## src/rtl/postage_stall_pkg.sv

```systemverilog
// Shared constants and the per-channel blocked-condition function for the
// postage-filter AXI-Stream stall detector.
package postage_stall_pkg;

  localparam int DEF_NUM_CH       = 10;
  localparam int DEF_CNT_W        = 8;
  localparam int DEF_STALL_THRESH = 16;
  localparam int CH_IDX_W         = $clog2(DEF_NUM_CH);

  // Sink side is blocked when starved; source side is blocked when backpressured.
  function automatic logic ch_blocked(input logic is_input,
                                      input logic tvalid,
                                      input logic tready);
    return is_input ? (tready & ~tvalid) : (tvalid & ~tready);
  endfunction

endpackage

```

## src/rtl/postage_stall_chan_counter.sv

```systemverilog
// One channel's saturating consecutive-stall counter and registered
// threshold flag.
module postage_stall_chan_counter
  import postage_stall_pkg::*;
#(
  parameter int CNT_W        = DEF_CNT_W,
  parameter int STALL_THRESH = DEF_STALL_THRESH,
  parameter bit IS_INPUT     = 1'b0
) (
  input  logic clock,
  input  logic reset,
  input  logic en,
  input  logic tvalid,
  input  logic tready,
  output logic block
);

  localparam logic [CNT_W-1:0] CNT_MAX  = '1;
  localparam logic [CNT_W-1:0] THRESH_C = CNT_W'(STALL_THRESH);

  logic [CNT_W-1:0] cnt_p0;
  logic [CNT_W-1:0] cnt_next;

  function automatic logic [CNT_W-1:0] sat_inc(input logic [CNT_W-1:0] v);
    return (v == CNT_MAX) ? v : v + 1'b1;
  endfunction

  always_comb begin
    cnt_next = '0;
    if (en && ch_blocked(IS_INPUT, tvalid, tready))
      cnt_next = sat_inc(cnt_p0);
  end

  // Flag is registered from the next-state count so it rises on the
  // STALL_THRESH-th blocked edge and drops on the first unblocked edge.
  always_ff @(posedge clock or posedge reset) begin
    if (reset) begin
      cnt_p0 <= '0;
      block  <= 1'b0;
    end else begin
      cnt_p0 <= cnt_next;
      block  <= (cnt_next >= THRESH_C);
    end
  end

endmodule

```

## src/rtl/postage_filter_axis_stall_detector.sv

```systemverilog
// Per-channel AXI-Stream stall detector feeding the deadlock monitor.
// Optional sticky/first-channel status built when POSTAGE_STALL_STICKY_EN is defined.
module postage_filter_axis_stall_detector
  import postage_stall_pkg::*;
#(
  parameter int                NUM_CH       = DEF_NUM_CH,
  parameter int                CNT_W        = DEF_CNT_W,
  parameter int                STALL_THRESH = DEF_STALL_THRESH,
  parameter logic [NUM_CH-1:0] CH_IS_INPUT  = NUM_CH'(2'b11)
) (
  input  logic                      clock,
  input  logic                      reset,
  input  logic                      en,
  input  logic [NUM_CH-1:0]         ch_tvalid,
  input  logic [NUM_CH-1:0]         ch_tready,
  output logic [NUM_CH-1:0]         axis_block_sigs,
  input  logic                      sticky_clr,
  output logic [NUM_CH-1:0]         stall_sticky,
  output logic [$clog2(NUM_CH)-1:0] first_ch,
  output logic                      first_vld
);

  localparam int IDX_W = $clog2(NUM_CH);

  for (genvar i = 0; i < NUM_CH; i++) begin : g_ch
    postage_stall_chan_counter #(
      .CNT_W       (CNT_W),
      .STALL_THRESH(STALL_THRESH),
      .IS_INPUT    (CH_IS_INPUT[i])
    ) u_cnt (
      .clock (clock),
      .reset (reset),
      .en    (en),
      .tvalid(ch_tvalid[i]),
      .tready(ch_tready[i]),
      .block (axis_block_sigs[i])
    );
  end

`ifdef POSTAGE_STALL_STICKY_EN
  logic [NUM_CH-1:0] blk_d_p1;
  logic [NUM_CH-1:0] trip;
  logic              first_keep;

  function automatic logic [IDX_W-1:0] lowest_idx(input logic [NUM_CH-1:0] v);
    logic [IDX_W-1:0] idx;
    idx = '0;
    for (int i = NUM_CH - 1; i >= 0; i--)
      if (v[i]) idx = IDX_W'(i);
    return idx;
  endfunction

  assign trip       = axis_block_sigs & ~blk_d_p1;
  assign first_keep = first_vld & ~sticky_clr;

  // A trip coinciding with a clear is recorded after the clear is applied.
  always_ff @(posedge clock or posedge reset) begin
    if (reset) begin
      blk_d_p1     <= '0;
      stall_sticky <= '0;
      first_ch     <= '0;
      first_vld    <= 1'b0;
    end else begin
      blk_d_p1     <= axis_block_sigs;
      stall_sticky <= (sticky_clr ? '0 : stall_sticky) | trip;
      if (!first_keep && (|trip)) begin
        first_vld <= 1'b1;
        first_ch  <= lowest_idx(trip);
      end else begin
        first_vld <= first_keep;
      end
    end
  end
`else
  logic unused_sticky_clr;
  assign unused_sticky_clr = sticky_clr;
  assign stall_sticky      = '0;
  assign first_ch          = '0;
  assign first_vld         = 1'b0;
`endif

endmodule

```

## config.mk

```make
export PLATFORM = sky130hd
export DESIGN_NAME = postage_filter_axis_stall_detector
export DESIGN_NICKNAME = d
export VERILOG_FILES = /design/src/rtl/postage_stall_pkg.sv /design/src/rtl/postage_stall_chan_counter.sv /design/src/rtl/postage_filter_axis_stall_detector.sv
export SDC_FILE = /design/constraint.sdc
export NUM_CORES = 1
export LEC_CHECK = 0
export ABC_AREA = 1
export CORE_MARGIN = 3
export CORE_UTILIZATION = 50
export DETAILED_ROUTE_END_ITERATION = 10
export PLACE_DENSITY = 0.71
export SETUP_SLACK_MARGIN = 0.3
export SYNTH_ARGS = -nofsm -noshare
export SYNTH_HDL_FRONTEND = slang
export SYNTH_SLANG_ARGS = --single-unit
```

## constraint.sdc

```tcl
create_clock -name clock -period 5.9 [get_ports clock]
set_input_delay 0.59 -clock clock [delete_from_list [all_inputs] [get_ports clock]]
set_output_delay 0.59 -clock clock [all_outputs]
set_load 0.01 [all_outputs]
```

== Yosys cells after proc, flatten, opt, wreduce, memory -nomap -nowiden ==
Cells that the tools add are included.
Storage, ports and cells
  logic and storage cells: 100
  register bits after elaboration: 90
  input bits: 24
  output and inout port bits: 25
Cells by class
  magnitude comparators: 10
  add/sub/neg operators: 10
  equality and inequality tests: 10
  reductions and logical operators: 10
  muxes and demuxes: 20
  bitwise logic cells: 20
Operator list (number)
  8-bit 2-to-1 mux: 20
  8-bit by 1-bit adder with 8-bit output (second input constant): 10
  8-bit == test (second input constant): 10
  8-bit by 5-bit >= comparator with 1-bit output (second input constant): 10
  1-bit bitwise AND: 10
  1-bit logical AND: 10
  1-bit inverter: 10

== Logic depth before layout (Yosys ltp) ==
  word-level depth: 5
  gate-level depth with buffers: 9
  gate-level depth less buffers: 9

== Cells and area by module ==
From an unflattened synthesis, not the netlist that was laid out.
Unflattened totals
  cells, all modules: 745
  area, all modules: 5370.2 µm²
By module, submodules not included
  postage_stall_chan_counter at g_ch[1].u_cnt ...: area each 525.5 µm², seq. area each 225.2 µm², cells each 73, times used 9
  postage_stall_chan_counter at g_ch[0].u_cnt: area each 524.3 µm², seq. area each 225.2 µm², cells each 72, times used 1
  postage_filter_axis_stall_detector: area each 116.4 µm², seq. area each 0.0 µm², cells each 16, times used 1

== Worst setup path before layout ==
No wires, ideal clock.
  path kind: flip-flop to flip-flop
  start: register g_ch[6].u_cnt.cnt_p0[0]
  end: register g_ch[6].u_cnt.block
  arrival time: 1.212 ns
  setup time: 0.125 ns
  stages on the path, launching flop included: 10
  buffers on the path: 0
  required time: 5.775 ns
  period minus slack after synthesis: 1.337 ns
  path slack: 4.563 ns
  path through: dfrtp_1 -> ha_1 -> nand3_1 -> inv_1 -> nand2_2 -> nand3_1 -> nand2_1 -> nand2_1 -> inv_1 -> nand3_1
On the way
  longest elaborated chain between the ends: 4
  elaborated cells on any way between the ends: 5
  those cells by class: add/sub: 1; order compare: 1; eq/ne: 1; mux: 2
Ends and longest elaborated chain
  start: declaration: RTL line postage_stall_chan_counter.sv:21  | logic [CNT_W-1:0] cnt_p0;
  start signal: assignment: RTL line postage_stall_chan_counter.sv:41  | cnt_p0 <= cnt_next;
  8-bit by 1-bit adder with 8-bit output or 8-bit == test (tied branches): RTL line postage_stall_chan_counter.sv:25  | return (v == CNT_MAX) ? v : v + 1'b1;
  8-bit 2-to-1 mux *: RTL line postage_stall_chan_counter.sv:25
  8-bit 2-to-1 mux *: RTL line postage_stall_chan_counter.sv:30  | if (en && ch_blocked(IS_INPUT, tvalid, tready))
  8-bit by 5-bit >= comparator with 1-bit output *: RTL line postage_stall_chan_counter.sv:42  | block <= (cnt_next >= THRESH_C);
  end signal: assignment: RTL line postage_stall_chan_counter.sv:42
  end: declaration: RTL line postage_stall_chan_counter.sv:15  | output logic block
Mark *: on every way between the ends. The rest lies on a longest branch, timed or not.

== Worst setup path in the final report ==
  start: input en
  end: register g_ch[9].u_cnt.cnt_p0[0]
On the way
  longest elaborated chain between the ends: 2
Ends and longest elaborated chain
  start: declaration: RTL line postage_filter_axis_stall_detector.sv:13  | input logic en,
  1-bit logical AND: RTL line postage_stall_chan_counter.sv:30
  8-bit 2-to-1 mux: RTL line postage_stall_chan_counter.sv:30
  via g_ch[9].u_cnt.cnt_next[0]: RTL line postage_stall_chan_counter.sv:22  | logic [CNT_W-1:0] cnt_next;
  end signal: assignment: RTL line postage_stall_chan_counter.sv:41
  end: declaration: RTL line postage_stall_chan_counter.sv:21
The timed path passes the listed nets, and every way through them passes these cells.

==> out/qor.tcl <==
set qor(finalWeightedCongestion) 0.8506
set qor(grt_overflow_total) 0
set qor(cts_root_buf) {sky130_fd_sc_hd__clkbuf_8}
set qor(ctsHtreeMaxLevel) 3
set qor(post_cts_hold_buffer_count) 0
set qor(numClockSinks) 90
set qor(power_switching_mw) 0.2600
set qor(grt_antenna_before_repair) 0
set qor(startpoint_type) {primary input}
set qor(yosys_warnings) 0
set qor(final_min_period_over_clock_period_pct) 34.32
set qor(start_point_of_the_worst_hold_path) {g_ch[0].u_cnt.cnt_p0[0]$_DFF_PP0_}
set qor(post-cts-setup-buffers) 0
set qor(tritoncts) {done}
set qor(synth.lib_cells_used.distinct) 31
set qor(drtIter0Drc) 219
set qor(fin_ws_ns) 3.875
set qor(die_width_um) 108.0
set qor(wl_per_cell_um) 10.62
set qor(switching_share_pct) 23.44
set qor(fmax_ghz) 0.4939
set qor(placedCellCount) 857
set qor(syn_avg_cell_area_um2) 7.406
set qor(fin_worst_skew_ns) 0.01229
set qor(static_power_due_to_leakage_nw) 2.996
set qor(p_int_mw) 0.8494
set qor(setup_viol) 0
set qor(rsz0062_at_grt) {false}
set qor(critPathKind) {in -> reg}
set qor(finalHoldViolations) 0
set qor(final_common_cell) {sky130_fd_sc_hd__nand2_1}
set qor(run_status) {finished, final reports clean}
set qor(ys_ff_latch) 90
set qor(crit-reg2reg-launch) {g_ch[6].u_cnt.cnt_p0[0]$_DFF_PP0_}
set qor(drt_pass1_iterations) 5
set qor(numPortBuffers) 32
set qor(pin_count) 49
set qor(design_area_mm2) 0.005758
set qor(grt_pass1_vias) 4045
set qor(power_density_mw_per_mm2) 192.7
set qor(cts.path.max_buffers) 2
set qor(core_area_mm2) 0.009955
set qor(floorplan.rows) 36
set qor(yosysSeqAreaShare_pct) 43.26
set qor(floorplan.die_area_mm2) 0.01167
set qor(worst_slew_pin_slew_ns) 0.7798
set qor(layout-drive-gt1-share_pct) 8.514
set qor(timing.final.crit_period_ns) 2.025
set qor(clock_slew_seen_by_the_registers_of_the_worst_setup_and_hold_paths_ns) 0.09
set qor(via_per_inst) 4.885
set qor(critPathLaunch) {en}
set qor(tritoncts.num_buffers) 9
set qor(setup_tns_ns) 0
set qor(max_cap_viol_count) 0
set qor(syn_area_mm2) 0.005206
set qor(slew-limit-headroom_pct) 48.02
set qor(power.ir.vdd_worst_v) 0.0001079
set qor(initial_utilization_pct) 52.30
set qor(worst_path_maximum_fanout) 10
set qor(hold-worst-slack_ns) 0.5324
set qor(clk-insertion-delay-late_ns) 0.36
set qor(post-dp-hpwl_um) 6833
set qor(end_kind) {register}
set qor(number_of_synthesized_flops_with_an_enable_pin) 0
set qor(antenna_diode_count) 0
set qor(routed-via-count) 4265
set qor(hold_path_class) {reg -> reg}
set qor(cp_data_arrival_time_ns) 2.32
set qor(logic_gate_share_of_total_power_pct) 5.3
set qor(synthCells) 703
set qor(synth_ff_type) {sky130_fd_sc_hd__dfrtp_1}
set qor(dpl_cell_area_mm2) 0.005555
set qor(ant_nets) 0
set qor(final_max_slew_viol_count) 0
set qor(drc_errors) 0
set qor(clock_share_of_power_pct) 38.5
set qor(fp.dieH_um) 108.0
set qor(final_cell_mix) {165 x sky130_fd_sc_hd__nand2_1, 121 x sky130_fd_sc_hd__inv_1, 90 x sky130_fd_sc_hd__dfrtp_1}
set qor(layout.nets) 769
set qor(pre_cts_ws_ns) 3.491
set qor(postCtsResizedCells) 0
set qor(required_ns) 6.19
set qor(largest_net_degree_at_the_start_of_global_routing) 65
set qor(grt_pass1_wl_um) 16790
set qor(share_seq_of_total_power_pct) 56.2
set qor(number_of_cells_in_the_finished_layout_apart_from_fillers) 873
set qor(grt_util_all_layers_pct) 17.44
set qor(synth-async-reset-ratio_pct) 100.0
set qor(syn_to_final_growth_pct) 10.60
set qor(route.final.wire_length_um) 9272
## logic make-up (layout without fill, tap and decap cells)
logic type	after synthesis	count (layout)	share of synthesized area [%]
AND/OR/NAND/NOR	362	362	31.60
buffers and inverters	155	178	13.15
flip-flops	90	90	43.26
AO/OA/AOI/OAI	79	79	8.507
adder cells (fa/ha/maj)	10	10	2.403
XOR/XNOR	6	6	1.009
other	1	15	0.07203
## critical path, cell delays in order
cell,delay [ns]
sky130_fd_sc_hd__clkdlybuf4s50_1,0.95
sky130_fd_sc_hd__nand2_1,0.20
sky130_fd_sc_hd__nor2_4,0.22
sky130_fd_sc_hd__inv_1,0.08
sky130_fd_sc_hd__a21oi_1,0.14
sky130_fd_sc_hd__o21a_1,0.14
## cell usage after synthesis (4+ instances only)
library cell                 n  share of area [%]
sky130_fd_sc_hd__nand3_1    73                7.0
sky130_fd_sc_hd__nand4_1     5               0.60
sky130_fd_sc_hd__o21bai_1    4               0.58
sky130_fd_sc_hd__ha_1       10                2.4
sky130_fd_sc_hd__buf_4      25                3.6
sky130_fd_sc_hd__nand2_2    13                1.6
sky130_fd_sc_hd__xnor2_1     4               0.67
sky130_fd_sc_hd__nand2_1   165                 12
sky130_fd_sc_hd__dfrtp_1    90                 43
sky130_fd_sc_hd__o21ai_0    30                2.9
sky130_fd_sc_hd__nand3b_1    5               0.72
sky130_fd_sc_hd__a31oi_1     9                1.1
sky130_fd_sc_hd__a21oi_1    26                2.5
sky130_fd_sc_hd__nor2_1     77                5.6
sky130_fd_sc_hd__nor2_4      9                1.9
sky130_fd_sc_hd__inv_1     122                8.8
sky130_fd_sc_hd__nor2_2      6               0.72
sky130_fd_sc_hd__inv_2       6               0.43
## power groups by stage
stage | sequential [mW] | combinational, mW | clock (mW)
2_1_floorplan | 0.635 | 0.0422 | 0
3_3_place_gp | 0.635 | 0.0594 | 0
3_5_place_dp | 0.635 | 0.0605 | 0
4_1_cts | 0.623 | 0.0605 | 0.445
5_1_grt | 0.624 | 0.0672 | 0.470
6_report | 0.623 | 0.0588 | 0.428
## metal layers
layer,vias to the layer above,part of all wire [%],GRT usage (%)
li1,2233,-,-
met1,1943,48,23.09
met2,76,46,29.00
met3,13,4.2,2.746
met4,0,1.5,6.492
met5,-,0,0
## final cells by class
cell class	count	area, um^2
fillers	930	4197
multi-input cells	472	2322
flip-flops and latches	90	2252
inverters	129	486.7
repair buffers	33	327.8
well taps	133	166.4
clock buffers	10	137.6
clock inverters	6	65.06
## registers in the layout, indices dropped and copies added, names as in the netlist
register / count
g_ch.u_cnt.block: 10
g_ch.u_cnt.cnt_p0: 80
## final timing paths
| path | endpoint | slack (ns) | cells past startpoint |
|---|---|---|---|
| min in group asynchronous | g_ch[7].u_cnt.cnt_p0[3]$_DFF_PP0_ | 0.55 | 2 |
| hold reg to reg | g_ch[0].u_cnt.cnt_p0[0]$_DFF_PP0_ | 0.53 | 1 |
| setup / recovery | g_ch[9].u_cnt.cnt_p0[0]$_DFF_PP0_ | 3.88 | 6 |
| hold / removal | g_ch[0].u_cnt.cnt_p0[0]$_DFF_PP0_ | 0.53 | 1 |
| setup reg to reg | g_ch[6].u_cnt.block$_DFF_PP0_ | 4.42 | 9 |
| max in group asynchronous | g_ch[5].u_cnt.cnt_p0[0]$_DFF_PP0_ | 4.21 | 3 |
## per-stage QoR
step           total power [mW]  util [%]
6_report                  1.109     57.84
4_1_cts                   1.128     57.84
2_1_floorplan            0.6769         -
3_5_place_dp             0.6959     55.81
3_3_place_gp             0.6945     55.81
5_1_grt                   1.161     57.84
Power figures use the tool's default switching activity.
